`src/rtl/udp_ip_encoder.sv`:
```
// udp_ip_encoder
// Builds one IPv4 datagram carrying UDP as a stream of 32-bit words in network
// byte order: 5 IPv4 header words (IHL=5), 2 UDP header words, then
// ceil(len_data/4) payload words taken from a first-word-fall-through FIFO.
// The IPv4 header checksum is computed in a dedicated cycle before the header
// is sent. The UDP checksum is sent as 0x0000, meaning "not used" on IPv4.
//
// Ports
//   clk, reset      rising-edge clock, synchronous active-high reset
//   start           request; header fields are latched when accepted in IDLE
//   src_ip/dest_ip  IPv4 addresses
//   src_port/dest_port, identification, time_to_live, len_data  header fields
//   data_in         FIFO head word, consumed whenever rd_en=1
//   rd_en           pops one payload word
//   data_out/wr_en  datagram word and its valid strobe
//   busy            a datagram is in progress
//   fin             marks the last datagram word
//   err             one-cycle pulse when a start is rejected (payload too long)
module udp_ip_encoder #(
    parameter int         MAX_DATA_LEN = 1472,
    parameter logic [7:0] TOS          = 8'h00,
    parameter bit         DF           = 1'b1
) (
    input  logic        clk,
    input  logic        reset,
    input  logic        start,
    input  logic [31:0] src_ip,
    input  logic [31:0] dest_ip,
    input  logic [15:0] src_port,
    input  logic [15:0] dest_port,
    input  logic [15:0] identification,
    input  logic [7:0]  time_to_live,
    input  logic [15:0] len_data,
    input  logic [31:0] data_in,
    output logic        rd_en,
    output logic [31:0] data_out,
    output logic        wr_en,
    output logic        busy,
    output logic        fin,
    output logic        err
);

    localparam logic [15:0] MAX_LEN = 16'(MAX_DATA_LEN);
    localparam logic [2:0]  FLAGS   = DF ? 3'b010 : 3'b000;

    typedef enum logic [2:0] {IDLE, CSUM, IP_HDR, UDP_HDR, PAYLOAD} state_t;

    state_t      state, next_state;

    logic [31:0] src_ip_q, dest_ip_q;
    logic [15:0] src_port_q, dest_port_q, id_q, len_q;
    logic [7:0]  ttl_q;
    logic [15:0] hdr_csum;
    logic [15:0] pay_left;
    logic [2:0]  word_idx;
    logic        err_q;

    logic        accept, reject;
    logic [15:0] total_length, udp_length, pay_words;
    logic [19:0] csum_raw;
    logic [16:0] csum_fold1;
    logic [15:0] csum_fold2;
    logic [31:0] last_mask;

    assign accept       = (state == IDLE) && start && (len_data <= MAX_LEN);
    assign reject       = (state == IDLE) && start && (len_data > MAX_LEN);
    assign total_length = len_q + 16'd28;
    assign udp_length   = len_q + 16'd8;
    // Widened by one bit so the round-up cannot wrap for any 16-bit length.
    assign pay_words    = 16'((17'(len_data) + 17'd3) >> 2);

    // Nine non-zero header halfwords (checksum field taken as 0); 20 bits hold
    // the worst-case sum, two folds bring every carry back into 16 bits.
    assign csum_raw = 20'({4'd4, 4'd5, TOS}) + 20'(total_length) + 20'(id_q)
                    + 20'({FLAGS, 13'd0}) + 20'({ttl_q, 8'd17})
                    + 20'(src_ip_q[31:16]) + 20'(src_ip_q[15:0])
                    + 20'(dest_ip_q[31:16]) + 20'(dest_ip_q[15:0]);
    assign csum_fold1 = 17'(csum_raw[15:0]) + 17'(csum_raw[19:16]);
    assign csum_fold2 = csum_fold1[15:0] + 16'(csum_fold1[16]);

    // Keeps the len%4 leading bytes of the final payload word; 0 keeps all four.
    always_comb begin
        last_mask = 32'hFFFF_FFFF;
        case (len_q[1:0])
            2'd1:    last_mask = 32'hFF00_0000;
            2'd2:    last_mask = 32'hFFFF_0000;
            2'd3:    last_mask = 32'hFFFF_FF00;
            default: last_mask = 32'hFFFF_FFFF;
        endcase
    end

    always_ff @(posedge clk) begin
        if (reset) begin
            state       <= IDLE;
            src_ip_q    <= '0;
            dest_ip_q   <= '0;
            src_port_q  <= '0;
            dest_port_q <= '0;
            id_q        <= '0;
            ttl_q       <= '0;
            len_q       <= '0;
            hdr_csum    <= '0;
            pay_left    <= '0;
            word_idx    <= '0;
            err_q       <= 1'b0;
        end else begin
            state <= next_state;
            err_q <= reject;
            case (state)
                IDLE: begin
                    if (accept) begin
                        src_ip_q    <= src_ip;
                        dest_ip_q   <= dest_ip;
                        src_port_q  <= src_port;
                        dest_port_q <= dest_port;
                        id_q        <= identification;
                        ttl_q       <= time_to_live;
                        len_q       <= len_data;
                        pay_left    <= pay_words;
                        word_idx    <= 3'd0;
                    end
                end
                CSUM: begin
                    hdr_csum <= ~csum_fold2;
                    word_idx <= 3'd0;
                end
                IP_HDR:  word_idx <= (word_idx == 3'd4) ? 3'd0 : word_idx + 3'd1;
                UDP_HDR: word_idx <= word_idx + 3'd1;
                PAYLOAD: pay_left <= pay_left - 16'd1;
                default: ;
            endcase
        end
    end

    always_comb begin
        next_state = state;
        data_out   = '0;
        wr_en      = 1'b0;
        rd_en      = 1'b0;
        fin        = 1'b0;
        busy       = (state != IDLE);
        case (state)
            IDLE: begin
                if (accept) next_state = CSUM;
            end
            CSUM: next_state = IP_HDR;
            IP_HDR: begin
                wr_en = 1'b1;
                case (word_idx)
                    3'd0:    data_out = {4'd4, 4'd5, TOS, total_length};
                    3'd1:    data_out = {id_q, FLAGS, 13'd0};
                    3'd2:    data_out = {ttl_q, 8'd17, hdr_csum};
                    3'd3:    data_out = src_ip_q;
                    default: data_out = dest_ip_q;
                endcase
                if (word_idx == 3'd4) next_state = UDP_HDR;
            end
            UDP_HDR: begin
                wr_en = 1'b1;
                if (word_idx == 3'd0) begin
                    data_out = {src_port_q, dest_port_q};
                end else begin
                    data_out = {udp_length, 16'h0000};
                    // An empty payload ends the datagram on the UDP length word.
                    if (pay_left == 16'd0) begin
                        fin        = 1'b1;
                        next_state = IDLE;
                    end else begin
                        next_state = PAYLOAD;
                    end
                end
            end
            PAYLOAD: begin
                wr_en    = 1'b1;
                rd_en    = 1'b1;
                data_out = data_in;
                if (pay_left == 16'd1) begin
                    data_out   = data_in & last_mask;
                    fin        = 1'b1;
                    next_state = IDLE;
                end
            end
            default: next_state = IDLE;
        endcase
    end

    assign err = err_q;

endmodule

```
`config.mk`:
```
export PLATFORM = sky130hd
export DESIGN_NAME = udp_ip_encoder
export DESIGN_NICKNAME = d
export VERILOG_FILES = /design/src/rtl/udp_ip_encoder.sv
export SDC_FILE = /design/constraint.sdc
export NUM_CORES = 1
export LEC_CHECK = 0
export ABC_AREA = 1
export ABC_CLOCK_PERIOD_IN_PS = 7480
export BUFFER_PORTS_ARGS = -buffer_cell sky130_fd_sc_hd__buf_2
export CAP_MARGIN = 20
export CELL_PAD_IN_SITES_DETAIL_PLACEMENT = 1
export CELL_PAD_IN_SITES_GLOBAL_PLACEMENT = 1
export CORE_MARGIN = 1
export CORE_UTILIZATION = 37
export CTS_CLUSTER_SIZE = 14
export DETAILED_ROUTE_END_ITERATION = 10
export GPL_TIMING_DRIVEN = 1
export PLACE_DENSITY = 0.73
export SYNTH_ARGS = -nofsm -noshare
export SYNTH_HDL_FRONTEND = slang
export SYNTH_SLANG_ARGS = --single-unit
```
`constraint.sdc`:
```
create_clock -name clk -period 7.48 [get_ports clk]
set_input_delay 0.748 -clock clk [delete_from_list [all_inputs] [get_ports clk]]
set_output_delay 0.748 -clock clk [all_outputs]
set_load 0.02 [all_outputs]
```
Word-level counts from Yosys, hierarchy flattened

Index checks and enable logic that the tools add are counted.

$add $sub $neg: 15
Reduce and logical (&&, ||, !) cells: 14
Equal/unequal tests: 16
Bitwise operators: 2
Muxes and demuxes: 22
Magnitude comparators: 2

Operator list:

| operator                                                                           | count |
|---|---|
| 32-bit one-hot mux with 4 select lines                                             | 1 |
| 32-bit one-hot mux with 3 select lines                                             | 1 |
| 20-bit by 16-bit adder with 20-bit output                                          | 4 |
| 24-bit one-hot mux with 3 select lines                                             | 1 |
| 32-bit two-way mux                                                                 | 2 |
| 32-bit AND                                                                         | 1 |
| 16-bit one-hot mux with 2 select lines                                             | 1 |
| 3-bit two-way mux                                                                  | 7 |
| 19-bit by 16-bit adder with 20-bit output                                          | 1 |
| 18-bit by 15-bit adder with 19-bit output (second input constant)                  | 1 |
| 17-bit by 16-bit adder with 18-bit output                                          | 1 |
| 15-bit by 16-bit adder with 17-bit output (first input constant)                   | 1 |
| 16-bit by 2-bit adder with 17-bit output (second input constant)                   | 1 |
| 16-bit by 4-bit adder with 17-bit output                                           | 1 |
| 16-bit by 1-bit adder with 16-bit output                                           | 1 |
| 16-bit by 4-bit adder with 16-bit output (second input constant)                   | 1 |
| 16-bit by 5-bit adder with 16-bit output (second input constant)                   | 1 |
| 16-bit by 1-bit == test with 1-bit output (second input constant)                  | 1 |
| 16-bit by 11-bit greater-than comparator with 1-bit output (second input constant) | 1 |
| 16-bit by 11-bit <= comparator with 1-bit output (second input constant)           | 1 |
| 16-bit zero test                                                                   | 1 |
| 16-bit two-way mux                                                                 | 1 |
| 16-bit inverter                                                                    | 1 |
| 16-bit by 1-bit subtractor with 16-bit output (second input constant)              | 1 |
| 19 further kinds                                                                   | 37 |

Output and inout bits: 37
Register bits: 175

Depth between registers and ports, before layout

Gate-level depths: netlist of run 1.

Depth after elaboration: 12
Gate-level depth with buffers: 54
Mapped depth without buffers: 54

Worst setup path after synthesis of run 1

Ideal clock, no wire load.

Kind: flip-flop to flip-flop
From: register len_q[4]
To: register hdr_csum[15]
Path slack: 0.124 ns
Arrival: 7.247 ns
Setup time: 0.109 ns
Clock period less this slack: 7.356 ns
Data required time: 7.371 ns
Stages on the path, launching flop included: 55
Path buffers: 0
Cell sequence: dfxtp_1 > inv_1 > ha_1 > nand2_1 > nand2_1 > inv_1 > nor2_1 > xor2_1 > fa_1 > fa_1 > inv_1 > fa_1 > inv_1 > ha_1 > ha_1 > nand2_1 > nand2_1 > a21oi_2 > [19 not listed] > nand4_1 > nor2_1 > ha_1 > nand2_1 > nor2_1 > nand3_1 > nor2_1 > nand3_1 > nor2_2 > nand2_2 > nor2_4 > nand3_4 > nor2_4 > nand2_1 > nand2_1 > nand3_1 > nand2_1 > inv_1

Word-level cells in the longest chain between the ends: 12

RTL lines:

| what                                                   | line | source |
|---|---|---|
| start, declared                                        | 51   | `logic [15:0] src_port_q, dest_port_q, id_q, len_q;` |
| start signal, assigned                                 | 118  | `len_q <= len_data;` |
| 16-bit by 5-bit adder with 16-bit output               | 67   | `assign total_length = len_q + 16'd28;` |
| 15-bit by 16-bit adder with 17-bit output              | 74   | `assign csum_raw = 20'({4'd4, 4'd5, TOS}) + 20'(total_length) + 20'(id_q)` |
| 17-bit by 16-bit adder with 18-bit output              | 74   |  |
| 18-bit by 15-bit adder with 19-bit output              | 75   | `+ 20'({FLAGS, 13'd0}) + 20'({ttl_q, 8'd17})` |
| 19-bit by 16-bit adder with 20-bit output              | 75   |  |
| 20-bit by 16-bit adder with 20-bit output (2 in a row) | 76   | `+ 20'(src_ip_q[31:16]) + 20'(src_ip_q[15:0])` |
| 20-bit by 16-bit adder with 20-bit output (2 in a row) | 77   | `+ 20'(dest_ip_q[31:16]) + 20'(dest_ip_q[15:0]);` |
| 16-bit by 4-bit adder with 17-bit output               | 78   | `assign csum_fold1 = 17'(csum_raw[15:0]) + 17'(csum_raw[19:16]);` |
| 16-bit by 1-bit adder with 16-bit output               | 79   | `assign csum_fold2 = csum_fold1[15:0] + 16'(csum_fold1[16]);` |
| 16-bit inverter                                        | 124  | `hdr_csum <= ~csum_fold2;` |
| end signal, assigned                                   | 124  |  |
| end, declared                                          | 53   | `logic [15:0] hdr_csum;` |

No other way between the ends.
A chain may end at the register's enable or synchronous reset.

Final worst setup path of run 1

From: register len_q[4]
To: register hdr_csum[13]

Same word-level chain as after synthesis.

==> results of run 1 <==
layout make-up:
type	instances	area [µm²]	area share, %
clock buffers	19	443	2.87
clock inverters	13	186	1.21
inverters	322	1210	7.87
multi-input cells	1102	7520	48.8
flip-flops and latches	175	3510	22.7
well taps	435	544	3.53
repair buffers	333	2000	12.9
cells in the mapped netlist (2+ instances only):
| master | number |
|---|---|
| inv_1 | 314 |
| nand2_1 | 271 |
| a21oi_1 | 177 |
| dfxtp_1 | 175 |
| o21ai_0 | 159 |
| nor2_1 | 89 |
| nand3_1 | 80 |
| fa_1 | 72 |
| clkbuf_1 | 56 |
| ha_1 | 54 |
| o22ai_1 | 25 |
| xor2_1 | 19 |
| nor3_1 | 17 |
| o221ai_1 | 15 |
| buf_2 | 14 |
| o2111ai_1 | 14 |
| a221oi_1 | 10 |
| nand2_2 | 10 |
| nand4_1 | 10 |
| nor2_2 | 8 |
| nor4_1 | 8 |
| a211oi_1 | 7 |
| a22oi_1 | 7 |
| inv_2 | 7 |
| o211ai_1 | 6 |
| xnor2_1 | 6 |
| o21bai_1 | 5 |
| a31oi_1 | 4 |
| o31ai_1 | 4 |
| nor2_4 | 3 |
| o311ai_0 | 3 |
| o21a_1 | 2 |
cell usage in the layout (no fill, tap or decap), types with 25 or more instances in the layout:
master	synthesis	final
dfxtp_1	175	173
buf_2	14	208
a21oi_1	177	172
nand2_1	271	247
inv_1	314	302
nor2_1	89	75
o22ai_1	25	25
o21ai_0	159	158
nand3_1	80	72
fa_1	72	66
buf_4	1	123
nand2_2	10	32
ha_1	54	36
how the worst max path moves through the flow:
| stage | endpoint | startpoint | depth (start not counted) |
|---|---|---|---|
| finish | hdr_csum[13] | len_q[4] | 54 |
| global route | hdr_csum[15] | len_q[3] | 53 |
| CTS | hdr_csum[15] | len_q[4] | 52 |
| detailed placement | hdr_csum[15] | len_q[3] | 54 |
| global placement | hdr_csum[15] | len_q[3] | 54 |
| floorplan | hdr_csum[15] | len_q[4] | 54 |
sequential cells by signal, summed over array words and instances, names as in the netlist:
name	flops
dest_ip_q	32
src_ip_q	32
dest_port_q	16
hdr_csum	16
id_q	16
len_q	16
pay_left	16
src_port_q	16
ttl_q	8
state	3
word_idx	3
err	1
metrics by stage:
stage	area [µm²]	hold WS (ns)	power (mW)	instances	setup slack, ns
3_5_place_dp	13900	0.449	1.86	2312	-0.543
3_3_place_gp	13900	0.440	1.85	2311	-0.218
6_report	15400	0.460	2.92	2399	-0.261
5_1_grt	15400	0.467	3.03	2399	-0.596
2_1_floorplan	12100	0.429	1.51	1672	0.124
4_1_cts	15000	0.459	2.88	2386	-0.208
kinds of logic after synthesis:
family | count (synthesis) | synth area share (%)
flip-flops | 175 | 29.0
buffers and inverters | 395 | 12.5
XOR/XNOR | 26 | 1.94
AND/OR/NAND/NOR | 506 | 18.2
AO/OA/AOI/OAI | 444 | 20.9
adder cells (fa/ha/maj) | 126 | 17.5
worst reg2reg max path, delay by kind of cell, from the launching register on:
family / cells / cell delay (ns)
simple gates: 32 / 3.02
fa+ha+maj: 9 / 2.95
buf+inv: 9 / 0.58
xor+xnor: 2 / 0.37
flops: 1 / 0.34
compound gates: 2 / 0.34
power by group:
group | switching (mW) | total, mW | leakage (nW) | internal, mW
logic | 0.624 | 0.894 | 5.09 | 0.270
registers | 0.0366 | 1.02 | 1.41 | 0.982
clock network | 0.434 | 1.00 | 0.308 | 0.570
timing repair:
item,in CTS,in global routing
pin swaps,27,51
hold buffers,0,0
endpoints found under the hold margin,0,0
resized for setup,34,76
setup buffers,42,13
setup endpoints to repair,10,15
per-layer routing:
layer  up-vias  global-route usage (%)  share of wire, %
li1       5999                       -                 -
met1      6295                    37.9                42
met2       476                    48.8                47
met3       128                    4.53               5.3
met4         0                    15.7               5.2
met5         -                       0                 0
==> impl_metrics.json, run 1 <==
{
  "status": "complete, but fails checks",
  "violations": "setup timing",
  "drt_wl_total_mm": 51.1,
  "cts-root-buf": "clkbuf_16",
  "vias": 12900,
  "worstPathRequired_ns": 7.84,
  "netlist_area_mm2": 0.0121,
  "ir_worst_vdd_mv": 0.194,
  "core_mm2": 0.0319,
  "critPathBufInv": 9,
  "nNetsFinal": 2248,
  "grt_overflow": 0,
  "start_util_pct": 37.9,
  "p_leak_nw": 6.82,
  "fill_cells": 4065,
  "grt_max_degree": 144,
  "finalSetupTns_ns": -2.34,
  "die-area_mm2": 0.0334,
  "vias_per_cell": 5.38,
  "cts_tree": "built",
  "ys_types": 53,
  "synth_cells": 1672,
  "clk_pin_slew_ns": 0.08,
  "fp.dieW_um": 183,
  "cpMaxStageDelayCell": "fa_1",
  "period_share_pct": 103,
  "rows": 65,
  "crit_path_end_kind": "flip-flop",
  "netlist.top_cell.by_area": "dfxtp_1",
  "dp_hpwl_mm": 37.0,
  "cts.sinks": 175,
  "async_flop_share_pct": 0,
  "die_y_um": 183,
  "path_class": "reg2reg",
  "cts_buffers": 17,
  "drt_first_pass_iters": 5,
  "cp_top_family": "simple AND/OR/NAND/NOR gates",
  "crit_top_cell": "nand2_2",
  "drt.antenna.violating_nets": 0,
  "holdPathEnd": "src_port_q[1]",
  "layout_min_cycle_time_ns": 7.74,
  "drv_cap": 0,
  "r2r_end": "hdr_csum[13]",
  "hp-class": "reg2reg",
  "utilization_pct": 48.3,
  "fmax_ghz": 0.129,
  "seq_area_frac_synth_pct": 29.0,
  "yosysWarnings": 0,
  "clock_latency_ns": 0.47,
  "grt_setup_unrepaired": "yes",
  "ys_seq_elements": 175,
  "crit-reg2reg-launch": "len_q[4]",
  "grt_usage_pct": 29.8,
  "ys_top_cells_by_area": "dfxtp_1 29%, fa_1 12%, inv_1 9.7%",
  "max_stage_delay_ns": 0.56,
  "hold_start": "src_port_q[1]",
  "power_density_mw_per_mm2": 189,
  "port_buffers": 207,
  "crit_path_max_fanout": 4,
  "synthesis.nets": 1969,
  "io_pins": 208,
  "drc": 0,
  "drtIter0Drc": 810,
  "grt_pass1_wl_mm": 74.9,
  "synth-edff-count": 0,
  "num_antenna_cells": 0,
  "wl_per_cell_um": 21.3,
  "tightest_slew_ns": 0.971,
  "fin_ws_ns": -0.261,
  "synth_ff_type": "dfxtp_1",
  "syn_avg_cell_area_um2": 7.24,
  "drive_gt1_share_pct": 25.3,
  "grt_pass1_vias": 13300,
  "hold_depth": 2,
  "fin_skew_ns": 0.0177,
  "drv_slew": 0,
  "worst_ep_arrival_time_ns": 8.10,
  "antenna_found_initial": 0,
  "clock_path_buffers": 2,
  "syn_to_final_growth_pct": 27.4,
  "start_kind": "flip-flop",
  "place.gp.congestion": 0.914,
  "setup_viol": 12,
  "synth_top_area_share_pct": 29.0,
  "ff2ff_path_depth": 54,
  "hold_viol": 0,
  "h-tree-depth": 4,
  "ff2ff_setup_slack_ns": -0.26,
  "max_slew_margin_pct": 34.9
}
Power figures use the tool's default switching activity.
==> inputs of run 2 (changes only) <==
--- a/config.mk
+++ b/config.mk
@@ -17,6 +17,8 @@
 export DETAILED_ROUTE_END_ITERATION = 10
 export GPL_TIMING_DRIVEN = 1
 export PLACE_DENSITY = 0.73
+export RECOVER_POWER = 100
 export SYNTH_ARGS = -nofsm -noshare
 export SYNTH_HDL_FRONTEND = slang
 export SYNTH_SLANG_ARGS = --single-unit
+export TNS_END_PERCENT = 50
==> run 2 against run 1 <==
Compared with the run above:
- the run ends with capacitance limit, slew limit, setup timing left
- final cell count stayed put
- largest cell class unchanged
- combinational power shrank 2%
- total power fell by 0.58%
- sequential share of layout area grew 0.16 points
==> impl_metrics.json, run 2 (synthesis gave the netlist of run 1 again) <==
{
  "status": "complete, but fails checks",
  "violations": "capacitance limit, slew limit, setup timing",
  "grt_max_degree": 144,
  "power_density_mw_per_mm2": 189,
  "max_stage_delay_ns": 0.56,
  "dp_cells": 2312,
  "start_util_pct": 37.9,
  "seq_area_mm2": 0.00351,
  "grt_pass1_vias": 13300,
  "p_leak_nw": 6.64,
  "layout_commonest_cell": "inv_1",
  "drt_first_pass_iters": 8,
  "utilization_pct": 48.0,
  "syn_to_final_growth_pct": 26.5,
  "ff2ff_setup_slack_ns": -0.25,
  "grt_use_met3_pct": 4.53,
  "tightest_slew_ns": 5.45,
  "layout_common_cells": "302 x inv_1, 247 x nand2_1, 174 x buf_2",
  "die-area_mm2": 0.0334,
  "period_share_pct": 103,
  "vias": 13000,
  "hp-class": "reg2reg",
  "worstPathRequired_ns": 7.84,
  "crit_top_cell": "nand2_2",
  "fin_skew_ns": 0.0172,
  "wl_per_cell_um": 21.4,
  "fp.dieW_um": 183,
  "crit-reg2reg-launch": "len_q[4]",
  "port_buffers": 207,
  "grt_util_met1_pct": 37.9,
  "clock_latency_ns": 0.47,
  "setup.worst_path.start": "len_q[4]",
  "max_slew_margin_pct": -263,
  "drt_wl_total_mm": 51.2,
  "grtUsageMet2_pct": 48.8,
  "hold_viol": 0,
  "dp_hpwl_mm": 37.0,
  "grt_usage_pct": 29.8,
  "clock_path_buffers": 2,
  "worst_ep_arrival_time_ns": 8.09,
  "layout_min_cycle_time_ns": 7.73,
  "antenna_found_initial": 0,
  "rows": 65,
  "reg_top3": "dest_ip_q x32, src_ip_q x32",
  "r2r_end": "hdr_csum[13]",
  "ir_worst_vdd_mv": 0.196,
  "grt_overflow": 0,
  "setup_viol": 12,
  "io_pins": 208,
  "start_kind": "flip-flop",
  "drt.antenna.violating_nets": 0,
  "drtIter0Drc": 874,
  "grt-busiest-layer": "met2",
  "num_antenna_cells": 0,
  "fin_ws_ns": -0.249,
  "cts.sinks": 175,
  "ff2ff_path_depth": 54,
  "fmax_ghz": 0.129,
  "fill_cells": 4084,
  "cts_tree": "built",
  "crit_path_max_fanout": 4,
  "multi_input_area_mm2": 0.00749,
  "drv_cap": 5,
  "drv_slew": 329,
  "cpMaxStageDelayCell": "fa_1",
  "crit_path_end_kind": "flip-flop",
  "nNetsFinal": 2248,
  "grt_setup_unrepaired": "yes",
  "drive_gt1_share_pct": 23.1,
  "cts-root-buf": "clkbuf_16",
  "grt_pass1_wl_mm": 74.9,
  "vias_per_cell": 5.43,
  "finalPower_mw": 2.90,
  "die_y_um": 183,
  "place.gp.congestion": 0.914,
  "clk_pin_slew_ns": 0.08,
  "endpoint": "hdr_csum[13]",
  "path_class": "reg2reg",
  "cts_buffers": 17,
  "fin_cells": 2399,
  "h-tree-depth": 4,
  "drc": 0,
  "core_mm2": 0.0319
}
==> run 2: cell count changes in the layout (fill, tap and decap cells not counted), sizes merged <==
| cell | previous run | this run |
|---|---|---|
| clkbuf | 19 | 58 |
| buf | 333 | 294 |
==> run 2: per-stage QoR <==
step | worst slack (ns) | TNS, ns | hold slack, ns | instance area (µm²)
finish | -0.249 | -2.32 | 0.461 | 15300
global route | -0.596 | -6.04 | 0.467 | 15300
CTS | -0.208 | -1.01 | 0.459 | 15000
detailed placement | -0.543 | -3.59 | 0.449 | 13900
global placement | -0.218 | -0.882 | 0.440 | 13900
floorplan | 0.124 | 0 | 0.429 | 12100
==> run 2: worst min-delay path by stage <==
stage | start | endpoint | slack [ns] | depth (start not counted)
finish | src_port_q[8] | src_port_q[8] | 0.46 | 2
global route | src_port_q[8] | src_port_q[8] | 0.47 | 2
CTS | src_port_q[8] | src_port_q[8] | 0.46 | 2
detailed placement | src_port_q[8] | src_port_q[8] | 0.45 | 2
global placement | src_port_q[14] | src_port_q[14] | 0.44 | 2
floorplan | pay_left[15] | pay_left[15] | 0.43 | 1
==> run 2: final cells by class <==
class / instances / area share, %
repair buffers: 333 / 12.6
inverters: 322 / 7.93
clock inverters: 13 / 1.22
multi-input cells: 1102 / 48.9
well taps: 435 / 3.56
clock buffers: 19 / 2.89
flip-flops and latches: 175 / 22.9
==> run 2: power breakdown <==
group	internal, mW	total (mW)	switching (mW)
clock network	0.570	1.00	0.433
logic	0.257	0.878	0.621
registers	0.982	1.02	0.0370
==> run 2: what timing repair did <==
action	in CTS	in global routing
setup endpoints to repair	10	15
resized for setup	34	76
buffers inserted	42	13
hold buffers	0	0
pin swaps	27	51
==> run 2: critical path: cells and delay by family, from the launching register on <==
kind,cells,cell delay [ns]
simple gates,32,3.01
fa+ha+maj,9,2.95
buf+inv,9,0.59
xor+xnor,2,0.37
flops,1,0.34
compound gates,2,0.33
==> run 2: layer usage <==
layer	vias up	part of all wire (%)
met4	0	5.2
met1	6393	42
li1	6002	-
met3	130	6.0
met5	-	0
met2	510	47
